## config.mk

```make
export PLATFORM = sky130hd
export DESIGN_NAME = logic_unit_pipe
export DESIGN_NICKNAME = d
export VERILOG_FILES = /design/src/rtl/logic_unit_pkg.sv /design/src/rtl/logic_unit_core.sv /design/src/rtl/logic_unit_pipe.sv
export SDC_FILE = /design/constraint.sdc
export NUM_CORES = 1
export LEC_CHECK = 0
export BUFFER_PORTS_ARGS = -buffer_cell sky130_fd_sc_hd__buf_2
export CORE_MARGIN = 2
export CORE_UTILIZATION = 50
export CTS_BUF_LIST = sky130_fd_sc_hd__clkbuf_16
export CTS_CLUSTER_SIZE = 8
export DETAILED_ROUTE_END_ITERATION = 16
export GPL_TIMING_DRIVEN = 0
export HOLD_SLACK_MARGIN = 0.02
export PLACE_DENSITY_LB_ADDON = 0.12
export RECOVER_POWER = 100
export SETUP_SLACK_MARGIN = 0.5
export SLEW_MARGIN = 10
export SYNTH_ARGS = -nofsm -noshare
export SYNTH_HDL_FRONTEND = slang
export SYNTH_SLANG_ARGS = --single-unit
```

## constraint.sdc

```tcl
create_clock -name clk -period 2.3 [get_ports clk]
set_input_delay 0.23 -clock clk [delete_from_list [all_inputs] [get_ports clk]]
set_output_delay 0.23 -clock clk [all_outputs]
set_load 0.05 [all_outputs]
```

## src/rtl/logic_unit_pkg.sv

```systemverilog
// -----------------------------------------------------------------------------
// logic_unit_pkg
// Shared definitions for the pipelined bitwise logic unit.
//   OP_W            : opcode width
//   OP_AND..OP_PASSB: 3-bit function-select encodings
// Optional feature macro used by the top level: LOGIC_UNIT_FLAGS_EN
// -----------------------------------------------------------------------------
package logic_unit_pkg;

    localparam int OP_W = 3;

    localparam logic [OP_W-1:0] OP_AND   = 3'd0;
    localparam logic [OP_W-1:0] OP_OR    = 3'd1;
    localparam logic [OP_W-1:0] OP_NOTA  = 3'd2;
    localparam logic [OP_W-1:0] OP_NAND  = 3'd3;
    localparam logic [OP_W-1:0] OP_NOR   = 3'd4;
    localparam logic [OP_W-1:0] OP_XOR   = 3'd5;
    localparam logic [OP_W-1:0] OP_XNOR  = 3'd6;
    localparam logic [OP_W-1:0] OP_PASSB = 3'd7;

endpackage

```

## src/rtl/logic_unit_core.sv

```systemverilog
// -----------------------------------------------------------------------------
// logic_unit_core
// Purely combinational bitwise function unit.
// Ports:
//   op [OP_W-1:0]  : function select (logic_unit_pkg encodings)
//   a  [WIDTH-1:0] : operand A
//   b  [WIDTH-1:0] : operand B
//   y  [WIDTH-1:0] : result
// -----------------------------------------------------------------------------
module logic_unit_core
    import logic_unit_pkg::*;
#(
    parameter int WIDTH = 8
) (
    input  logic [OP_W-1:0]  op,
    input  logic [WIDTH-1:0] a,
    input  logic [WIDTH-1:0] b,
    output logic [WIDTH-1:0] y
);

    // Bitwise function select
    always_comb begin
        y = {WIDTH{1'b0}};
        case (op)
            OP_AND:   y = a & b;
            OP_OR:    y = a | b;
            OP_NOTA:  y = ~a;
            OP_NAND:  y = ~(a & b);
            OP_NOR:   y = ~(a | b);
            OP_XOR:   y = a ^ b;
            OP_XNOR:  y = ~(a ^ b);
            OP_PASSB: y = b;
            default:  y = {WIDTH{1'b0}};
        endcase
    end

endmodule

```

## src/rtl/logic_unit_pipe.sv

```systemverilog
// -----------------------------------------------------------------------------
// logic_unit_pipe
// Two-stage, valid/ready pipelined bitwise logic unit with a result
// accumulator that can replace operand A.
// Ports:
//   clk, rst             : rising-edge clock, synchronous active-high reset
//   in_valid / in_ready  : input handshake (in_ready is combinational from
//                          out_ready through the advance chain)
//   op, a, b             : function select and operands
//   acc_sel              : use accumulator instead of a for this transaction
//   acc_clr              : pulse, clears accumulator at the next edge
//   out_valid / out_ready: output handshake
//   y                    : registered result
//   y_zero, y_par        : registered zero / parity flags of y
//                          (present only when LOGIC_UNIT_FLAGS_EN is defined)
// -----------------------------------------------------------------------------
module logic_unit_pipe
    import logic_unit_pkg::*;
#(
    parameter int WIDTH = 8
) (
    input  logic             clk,
    input  logic             rst,
    input  logic             in_valid,
    output logic             in_ready,
    input  logic [OP_W-1:0]  op,
    input  logic [WIDTH-1:0] a,
    input  logic [WIDTH-1:0] b,
    input  logic             acc_sel,
    input  logic             acc_clr,
    output logic             out_valid,
    input  logic             out_ready,
`ifdef LOGIC_UNIT_FLAGS_EN
    output logic             y_zero,
    output logic             y_par,
`endif
    output logic [WIDTH-1:0] y
);

`ifdef LOGIC_UNIT_FLAGS_EN
    function automatic logic zero_f(input logic [WIDTH-1:0] v);
        return ~|v;
    endfunction

    function automatic logic par_f(input logic [WIDTH-1:0] v);
        return ^v;
    endfunction

    logic zero_q, zero_d;
    logic par_q,  par_d;
`endif

    logic             s1_v_q,       s1_v_d;
    logic [OP_W-1:0]  s1_op_q,      s1_op_d;
    logic [WIDTH-1:0] s1_a_q,       s1_a_d;
    logic [WIDTH-1:0] s1_b_q,       s1_b_d;
    logic             s1_acc_sel_q, s1_acc_sel_d;
    logic             s2_v_q,       s2_v_d;
    logic [WIDTH-1:0] y_q,          y_d;
    logic [WIDTH-1:0] acc_q,        acc_d;

    logic             s2_adv_s;
    logic             s1_adv_s;
    logic [WIDTH-1:0] opa_s;
    logic [WIDTH-1:0] res_s;

    assign s2_adv_s = !s2_v_q || out_ready;
    assign s1_adv_s = !s1_v_q || s2_adv_s;

    // acc is read at compute time so a back-to-back acc_sel sees the
    // result that is being written into S2 on the same edge as it enters S1.
    assign opa_s = s1_acc_sel_q ? acc_q : s1_a_q;

    logic_unit_core #(.WIDTH(WIDTH)) u_core (
        .op (s1_op_q),
        .a  (opa_s),
        .b  (s1_b_q),
        .y  (res_s)
    );

    // Next-state for both stages and the accumulator
    always_comb begin
        s1_v_d       = s1_v_q;
        s1_op_d      = s1_op_q;
        s1_a_d       = s1_a_q;
        s1_b_d       = s1_b_q;
        s1_acc_sel_d = s1_acc_sel_q;
        s2_v_d       = s2_v_q;
        y_d          = y_q;
        acc_d        = acc_q;
`ifdef LOGIC_UNIT_FLAGS_EN
        zero_d       = zero_q;
        par_d        = par_q;
`endif
        if (s1_adv_s) begin
            s1_v_d       = in_valid;
            s1_op_d      = op;
            s1_a_d       = a;
            s1_b_d       = b;
            s1_acc_sel_d = acc_sel;
        end else begin
            s1_v_d       = s1_v_q;
        end

        if (s2_adv_s) begin
            s2_v_d = s1_v_q;
            // Only a real transaction updates result and accumulator;
            // a bubble must not disturb the chain value.
            if (s1_v_q) begin
                y_d    = res_s;
                acc_d  = res_s;
`ifdef LOGIC_UNIT_FLAGS_EN
                zero_d = zero_f(res_s);
                par_d  = par_f(res_s);
`endif
            end else begin
                y_d    = y_q;
            end
        end else begin
            s2_v_d = s2_v_q;
        end

        // Clear wins over a simultaneous load; y still takes the result.
        if (acc_clr) begin
            acc_d = {WIDTH{1'b0}};
        end else begin
            acc_d = acc_d;
        end
    end

    // Pipeline and accumulator registers
    always_ff @(posedge clk) begin
        if (rst) begin
            s1_v_q       <= 1'b0;
            s1_op_q      <= {OP_W{1'b0}};
            s1_a_q       <= {WIDTH{1'b0}};
            s1_b_q       <= {WIDTH{1'b0}};
            s1_acc_sel_q <= 1'b0;
            s2_v_q       <= 1'b0;
            y_q          <= {WIDTH{1'b0}};
            acc_q        <= {WIDTH{1'b0}};
`ifdef LOGIC_UNIT_FLAGS_EN
            zero_q       <= 1'b1;
            par_q        <= 1'b0;
`endif
        end else begin
            s1_v_q       <= s1_v_d;
            s1_op_q      <= s1_op_d;
            s1_a_q       <= s1_a_d;
            s1_b_q       <= s1_b_d;
            s1_acc_sel_q <= s1_acc_sel_d;
            s2_v_q       <= s2_v_d;
            y_q          <= y_d;
            acc_q        <= acc_d;
`ifdef LOGIC_UNIT_FLAGS_EN
            zero_q       <= zero_d;
            par_q        <= par_d;
`endif
        end
    end

    assign in_ready  = s1_adv_s;
    assign out_valid = s2_v_q;
    assign y         = y_q;
`ifdef LOGIC_UNIT_FLAGS_EN
    assign y_zero    = zero_q;
    assign y_par     = par_q;
`endif

endmodule
```

==> metrics, run 1 <==
status finished, final reports clean; leakage power between 1 and 1.5 nW; worst-margin pin slew 0.6625 ns; largest net degree at the start of global routing 12; startpoint types register; Hold Buf Count CTS 0; die area between 5000 and 6000 um^2; Site Rows 24; CTS clk-pin slew, worst paths ~0.050 ns; Horiz. Die Dim 71.56 um; top cell type's share of synthesized area 33.33%; crit end category register; CP arrival between 2 and 2.5 ns; VDD IR max 450.1 uV; Core ar. roughly 4400 um^2; Final nets between 300 and 400; Mapped Area 2282 um^2; fmax around 470 MHz; Final Skew 0.001896 ns; slowest cell delay on critical path just under 0.4 ns; Synth-to-Final Area Change 29.17%; Worst Hold Depth 3; CTS tree done; Seq/Total Area, Yosys 33.33%; Endpoint, Worst Hold s1_v_q; dpl hpwl approximately 4.2 mm; utilization after layout 67.24%; Synthesis Warnings 0; worst path required time ~2.5 ns; Synth area leaders dfxtp_1, nand2_1, ha_1; top post-synthesis cells by count nand2_1, dfxtp_1, a21oi_1; first-pass GRT wire length about 10 mm; final setup fails 0; RSZ-0062 raised after global routing true; Ports 35; CTS Buffer Depth 2; Detail Route Antenna Nets 0; Yosys cell types 40; DRC Markers 0; GRT Total Usage 24.73%; Vias approximately 2.2k; vias in the first global route approximately 2k; Routed WL per cell about 16 um; top-count cell post-synth nand2_1; final WL approximately 6.3 mm; max-slew violation count 0; initial core utilization a little over half; root buf cell clkbuf_16; Synth area leader dfxtp_1; Post-synth EDFFs 0; CTS Buf Count 5; reg2reg path depth 9; Worst Hold Class in2reg; DR vias/cell 5.591; reg2reg start s1_acc_sel_q; CP Class reg2reg; period utilization between 90 and 100%; Sink Count 38; final setup TNS 0 ns; CP cell instances buf_12 -> buf_4 -> mux2i_1 -> inv_1 -> ha_2 -> and3b_1 -> o21bai_1 -> a311o_1 -> a21oi_1; Min Clock Period, post-route about 2.1 ns; antenna cells 0; DR pass1 iterations 4; worst skew pair latency ~0.28 ns; DIE HEIGHT around 72 um; Hold Vio Cnt, Final 0; H-tree depth 2; Crit Path Max Fanout 7; port buffer count 34; Congestion Overflow GR 0; CP max-delay cell a311o_1; Max-slew headroom between 50% and 60%; critical hold path startpoint in_valid; max_cap viols 0; #FFs+latches synth 38; layout cells sized above 1 between 20% and 30%; family with the most delay on the worst path compound AO/OA/AOI/OAI gates; initial DRC count about 210; PwrDens approximately 630 nW/um^2; GPL Wtd Cong 0.8685; async set-reset flop share out of synthesis 0%; reg2reg end y[0]; CP bufs+invs 3; syn_area_per_cell 7.924 um^2; Post-Syn Instances about 290; Synth Flop Type dfxtp_1; FF-to-FF setup slack ~0.17 ns; initial antenna violation count 0; Syn Nets 329
==> metal layers <==
layer  vias up  GRT usage (%)  wire, um
met5         -              0         0
li1       1086              -         -
met2        65          39.40      3069
met3         9          4.360       376
met1      1015          34.13      2787
met4         0          7.966        76
==> kinds of logic after synthesis <==
group / count (synthesis) / share of synthesized area [%]
compound gates: 73 / 20.83
fa+ha+maj: 16 / 8.772
buf+inv: 39 / 7.127
flops: 38 / 33.33
mux: 16 / 7.730
simple gates: 106 / 22.20
==> worst max path at each step <==
stage	start	endpoint	slack (ns)	depth (start not counted)
after floorplan	s1_acc_sel_q	y[3]	0.38	8
after global placement	s1_acc_sel_q	acc_q[4]	0.22	7
after detailed placement	s1_acc_sel_q	acc_q[4]	0.21	7
after CTS	s1_acc_sel_q	acc_q[3]	0.25	8
after global routing	s1_acc_sel_q	acc_q[0]	0.11	9
final	s1_acc_sel_q	y[0]	0.17	9
==> worst register-to-register path: stages, from the launching register on <==
cell	delay, ns
dfxtp_2	0.33
buf_12	0.12
buf_4	0.11
mux2i_1	0.38
inv_1	0.10
ha_2	0.19
and3b_1	0.21
o21bai_1	0.07
a311o_1	0.39
a21oi_1	0.15
==> through the flow <==
stage	total power [mW]	area [um^2]	hold slack (ns)	setup WS (ns)	cells
global placement	1.036	2569	0.4380	0.2181	374
floorplan	0.9569	2333	0.3507	0.3833	288
global route	1.911	2948	0.1650	0.1118	389
detailed placement	1.044	2569	0.4446	0.2072	374
CTS	1.826	2890	0.1643	0.2531	386
finish	1.849	2948	0.1681	0.1681	389
==> cell type report <==
cell class,count,area [um^2]
Buffer,22,107.6
Clock inverter,2,33.78
Tap cell,52,65.06
Timing Repair Buffer,42,229.0
Fill cell,364,1436
Clock buffer,5,125.1
Multi-Input combinational cell,211,1562
Inverter,17,63.81
Sequential cell,38,762.0
==> registers in the layout (all words and copies together), names as in the netlist <==
signal and cells:
s1_v_q 1, acc_q 8, s1_acc_sel_q 1, s1_b_q 8, s1_op_q 3, out_valid 1
s1_a_q 8, y 8
==> power breakdown <==
group | internal, mW | switching (mW) | total (mW)
registers | 0.692 | 0.0298 | 0.722
logic | 0.162 | 0.207 | 0.370
clock network | 0.501 | 0.256 | 0.757
==> layout by cell type, fill, tap and decap left out, drive strengths merged, types with 3 or more instances in the layout <==
cell    instances
nand2          60
buf            43
dfxtp          38
a21oi          36
clkbuf         26
inv            17
ha             16
nor2           12
mux2i           9
nand2b          8
mux2            7
nor2b           6
and3b           5
o211ai          5
a311o           5
a211oi          5
nor3b           3
and4            3
a221oi          3
o21ai           3
or2             3
==> timing repair <==
item,4_1_cts,5_1_grt
resized for setup,30,20
pin swaps,19,15
cloned,0,0
endpoints found under the setup margin,16,17
setup buffers,5,3
(Power assumes the default switching activity.)
==> inputs of run 2 (changes only) <==
--- a/config.mk
+++ b/config.mk
@@ -7,14 +7,14 @@
 export LEC_CHECK = 0
 export BUFFER_PORTS_ARGS = -buffer_cell sky130_fd_sc_hd__buf_2
 export CORE_MARGIN = 2
-export CORE_UTILIZATION = 50
+export CORE_UTILIZATION = 38
 export CTS_BUF_LIST = sky130_fd_sc_hd__clkbuf_16
 export CTS_CLUSTER_SIZE = 8
 export DETAILED_ROUTE_END_ITERATION = 16
 export GPL_TIMING_DRIVEN = 0
 export HOLD_SLACK_MARGIN = 0.02
 export PLACE_DENSITY_LB_ADDON = 0.12
-export RECOVER_POWER = 100
+export RECOVER_POWER = 50
 export SETUP_SLACK_MARGIN = 0.5
 export SLEW_MARGIN = 10
 export SYNTH_ARGS = -nofsm -noshare
==> run 2 against run 1 <==
Global-route usage is 5.2 points lower. Via count about the same. Die area rose by 30%. Register-to-register slack improved by 0.07 ns. Critical path type unchanged.
==> metrics, run 2 (synthesis gave the netlist of run 1 again) <==
status finished, final reports clean; Pint 1.260 mW; Min Clock Period, post-route roughly 2.1 ns; DR vias/cell approximately 5.2; Sink Count 38; register area around 760 um^2; period utilization around nine tenths; GRT Total Usage slightly below 20%; CTS Buf Count 5; first-pass GRT wire length a little under 10 mm; fill count between 500 and 600; Vias between 2k and 2.5k; final setup TNS 0 ns; Max-slew headroom between 50% and 60%; utilization after layout between 50% and 60%; P_sw 0.4984 mW; die area ~6600 um^2; DRC Markers 0; worst skew pair latency 0.28 ns; GPL Wtd Cong between 0.8 and 0.9; layout cells sized above 1 a little under 30%; port buffer count 34; DIE HEIGHT 81.50 um; post-route cell area between 3000 and 4000 um^2; initial antenna violation count 0; Detail Route Antenna Nets 0; Hold Vio Cnt, Final 0; CTS tree done; DR pass1 iterations 4; CP Class reg2reg; share of total power in sequential cells between 40% and 50%; worst slack, placed ~0.22 ns; Fin Hold WS between 0.15 and 0.2 ns; PwrDens slightly below 600 nW/um^2; max-slew violation count 0; most frequent cells in the layout nand2_1, dfxtp_1, buf_2, a21oi_1, clkbuf_1; Layout Cells excl Fill roughly 420; most common cell after layout, fill and taps aside nand2_1; Placed Cells about 400; Final nets 381; vias in the first global route ~2.0k; max_cap viols 0; Ports 35; leakage power 1.263 nW; root buf cell clkbuf_16; Crit Path Max Fanout 8; final worst slack ~0.24 ns; dpl hpwl 4.401 mm; crit end category register; Hold Buf Count CTS 0; Worst Hold Class in2reg; worst-margin pin slew 0.6633 ns; CP arrival 2.27 ns; final setup fails 0; combinational share of power a little over a fifth; startpoint types register; Core ar. a little under 6000 um^2; initial core utilization roughly 39%; dpl cell area 2597 um^2; VDD IR max roughly 350 uV; Clock Power Share 37.5%; RSZ-0062 raised after global routing true; initial DRC count between 100 and 150; Routed WL per cell ~15 um; Final Skew about 0.0055 ns; fmax slightly below 500 MHz; worst path required time about 2.5 ns; largest net degree at the start of global routing 13; antenna cells 0; CTS clk-pin slew, worst paths approximately 0.06 ns; Congestion Overflow GR 0; Horiz. Die Dim between 80 and 90 um; total power 1.758 mW; CTS Buffer Depth 2; final WL ~6.3 mm; Net Sw Frac between 20% and 30%; Site Rows 28; Synth-to-Final Area Change 32.62%; H-tree depth 2; area of the multi-input gates approximately 1600 um^2
==> run 2: area by class of cell <==
cell class              instances  area share, %
repair buffers                 45          8.309
multi-input cells             211          52.83
plain buffers                  22          3.762
well taps                      75          3.100
clock inverters                 3         0.5788
flip-flops and latches         38          25.18
clock buffers                   5          4.134
inverters                      17          2.108
==> run 2: critical path, stage by stage (launching register included) <==
cell and delay (ns):
dfxtp_2 0.34, buf_12 0.12, mux2_4 0.32, inv_2 0.07
ha_4 0.12, mux2_4 0.30, a21o_1 0.16, a311o_1 0.41
a21oi_1 0.16
==> run 2: power by group through the flow <==
stage	clock (mW)	combinational (mW)	sequential (mW)
after CTS	0.684	0.345	0.721
final	0.659	0.376	0.723
after global placement	0	0.311	0.732
after global routing	0.708	0.413	0.727
after detailed placement	0	0.314	0.732
after floorplan	0	0.202	0.754
==> run 2: metal layers <==
metal	vias up	global-route usage, %	part of all wire, %
li1	1096	-	-
met3	8	3.626	3.9
met5	-	0	0
met2	47	30.57	45
met4	0	6.271	1.8
met1	1023	27.06	49
==> run 2: what timing repair did <==
action,CTS,global route
endpoints found under the setup margin,16,17
pin swaps,14,12
resized for setup,22,30
setup buffers,6,5
==> run 2: path summary, 6_finish.rpt <==
| check | from | endpoint | slack, ns | cells past startpoint |
|---|---|---|---|---|
| hold / removal | in_valid | s1_v_q | 0.18 | 3 |
| setup / recovery | s1_acc_sel_q | acc_q[7] | 0.24 | 8 |
| hold reg to reg | y[3] | y[3] | 0.45 | 2 |
| setup reg to reg | s1_acc_sel_q | acc_q[7] | 0.24 | 8 |
==> inputs of run 3 (changes only) <==
--- a/config.mk
+++ b/config.mk
@@ -5,14 +5,16 @@
 export SDC_FILE = /design/constraint.sdc
 export NUM_CORES = 1
 export LEC_CHECK = 0
+export ABC_CLOCK_PERIOD_IN_PS = 2300
 export BUFFER_PORTS_ARGS = -buffer_cell sky130_fd_sc_hd__buf_2
 export CORE_MARGIN = 2
-export CORE_UTILIZATION = 38
+export CORE_UTILIZATION = 40
 export CTS_BUF_LIST = sky130_fd_sc_hd__clkbuf_16
 export CTS_CLUSTER_SIZE = 8
 export DETAILED_ROUTE_END_ITERATION = 16
 export GPL_TIMING_DRIVEN = 0
 export HOLD_SLACK_MARGIN = 0.02
+export MAX_ROUTING_LAYER = met4
 export PLACE_DENSITY_LB_ADDON = 0.12
 export RECOVER_POWER = 50
 export SETUP_SLACK_MARGIN = 0.5
==> run 3 against run 2 <==
Count of clock-buffer cells in the layout unchanged. Combinational power decreased by 5%. Critical path depth unchanged. Flip-flop and latch count unchanged. Non-clock buffer count decreased by 5. Final area decreased by 2.7%. Utilization increased by 1.7 points.
==> metrics, run 3 (synthesis gave the netlist of run 1 again) <==
status finished, final reports clean; period utilization between 80% and 90%; RSZ-0062 raised after global routing true; CTS Buf Count 5; Ports 35; Core ar. roughly 5500 um^2; DRT met1 WL around 2.9 mm; startpoint types register; Hold Vio Cnt, Final 0; initial antenna violation count 0; Congestion Overflow GR 0; layout cells sized above 1 between 20 and 30%; Worst Hold Class in2reg; max_cap viols 0; crit end category register; antenna cells 0; DR pass1 iterations 4; largest net degree at the start of global routing 12; final worst slack 0.2534 ns; most frequent cells in the layout nand2_1, dfxtp_1, a21oi_1, buf_2, clkbuf_1; DR vias/cell around 5.2; vias in the first global route approximately 1.9k; GRT Total Usage between 20% and 30%; leakage power ~1.2 nW; Clock Power Share 37.6%; fmax 488.6 MHz; worst-margin pin slew 0.6302 ns; Routed WL per cell 14.82 um; CTS Buffer Depth 2; Net Sw Frac approximately 28%; dpl hpwl 4.307 mm; Detail Route Antenna Nets 0; Hold Buf Count CTS 0; Final Skew 0.003411 ns; Final nets roughly 380; Max-slew headroom between 50% and 60%; Horiz. Die Dim between 70 and 80 um; Min Clock Period, post-route approximately 2 ns; PwrDens about 590 nW/um^2; CP cell instances buf_12 -> mux2_4 -> inv_2 -> ha_4 -> and3b_1 -> or3_1 -> a311o_1 -> a21oi_1; CTS clk-pin slew, worst paths roughly 0.06 ns; first-pass GRT wire length about 9.6 mm; Synth-to-Final Area Change 29.00%; final WL between 6 and 7 mm; initial DRC count 76; root buf cell clkbuf_16; uppermost layer routed met4; worst slack, placed ~0.21 ns; WL met2 between 2 and 3 mm; DIE HEIGHT 79.54 um; worst skew pair latency between 0.2 and 0.3 ns; DRC Markers 0; initial core utilization 41.45%; final setup fails 0; final setup TNS 0 ns; routed length on met3 approximately 330 um; share of total power in sequential cells approximately two fifths; Pint roughly 1.2 mW; fill count 549; port buffer count 34; area of the multi-input gates about 1600 um^2; CP max-delay cell a311o_1; Crit Path Max Fanout 7; slowest cell delay on critical path around 0.40 ns; H-tree depth 2; register area roughly 760 um^2; Vias 2108; CP arrival 2.26 ns; worst path required time 2.51 ns; most common cell after layout, fill and taps aside nand2_1; die area roughly 6300 um^2; VDD IR max ~280 uV; P_sw approximately 0.49 mW; CTS tree done; max-slew violation count 0; Sink Count 38; combinational share of power around a fifth; Site Rows 27; CP Class reg2reg; GPL Wtd Cong about 0.9
## run 3: changes by cell type in the layout (fill, tap and decap cells not counted), sizes merged
cell,previous run,this run
buf,46,41
clkinv,2,0
clkinvlp,0,1
## run 3: timing repair
action / CTS / global route
pin swaps: 8 / 18
resized for setup: 24 / 16
buffers inserted: 4 / 2
endpoints found under the setup margin: 16 / 17
## run 3: final timing paths
check,start,end,slack (ns),depth (start not counted)
worst min-delay path,in_valid,s1_v_q,0.16,3
worst max-delay path,s1_acc_sel_q,acc_q[3],0.25,8
worst max register to register,s1_acc_sel_q,acc_q[3],0.25,8
worst min register to register,y[3],y[3],0.45,2
## run 3: metal layers
layer | GRT usage (%) | vias up
li1 | - | 1082
met1 | 27.60 | 962
met2 | 30.50 | 57
met3 | 4.186 | 7
met4 | 7.586 | 0
met5 | - | -
## run 3: power groups by stage
stage          logic [mW]  registers, mW  clock network [mW]
2_1_floorplan       0.202          0.754                   0
3_3_place_gp        0.310          0.732                   0
3_5_place_dp        0.313          0.733                   0
4_1_cts             0.342          0.722               0.660
5_1_grt             0.392          0.728               0.694
6_report            0.358          0.723               0.650
## run 3: final cells by class
type                    count  share of cell area [%]
multi-input cells         211                   53.29
flip-flops and latches     38                   25.88
repair buffers             40                   7.267
clock buffers               5                   4.250
plain buffers              22                   3.697
well taps                  72                   3.060
inverters                  17                   2.167
clock inverters             2                  0.3825
## run 3: critical path: cells and delay by family, from the launching register on
kind / cells / cell delay (ns)
multiplexers: 1 / 0.21
buffers and inverters: 2 / 0.17
adder cells (fa/ha/maj): 1 / 0.25
flip-flops: 1 / 0.32
AO/OA/AOI/OAI: 2 / 0.55
AND/OR/NAND/NOR: 2 / 0.47
## run 3: per-stage QoR
stage	instance area [um^2]	cells	hold slack, ns	total power [mW]	utilization [%]
global placement	2594	394	0.4370	1.042	47.10
detailed placement	2594	394	0.4434	1.046	47.10
CTS	2879	405	0.1629	1.724	52.28
finish	2944	407	0.1560	1.731	53.47
floorplan	2333	288	0.3507	0.9569	-
global route	2944	407	0.1575	1.813	53.47
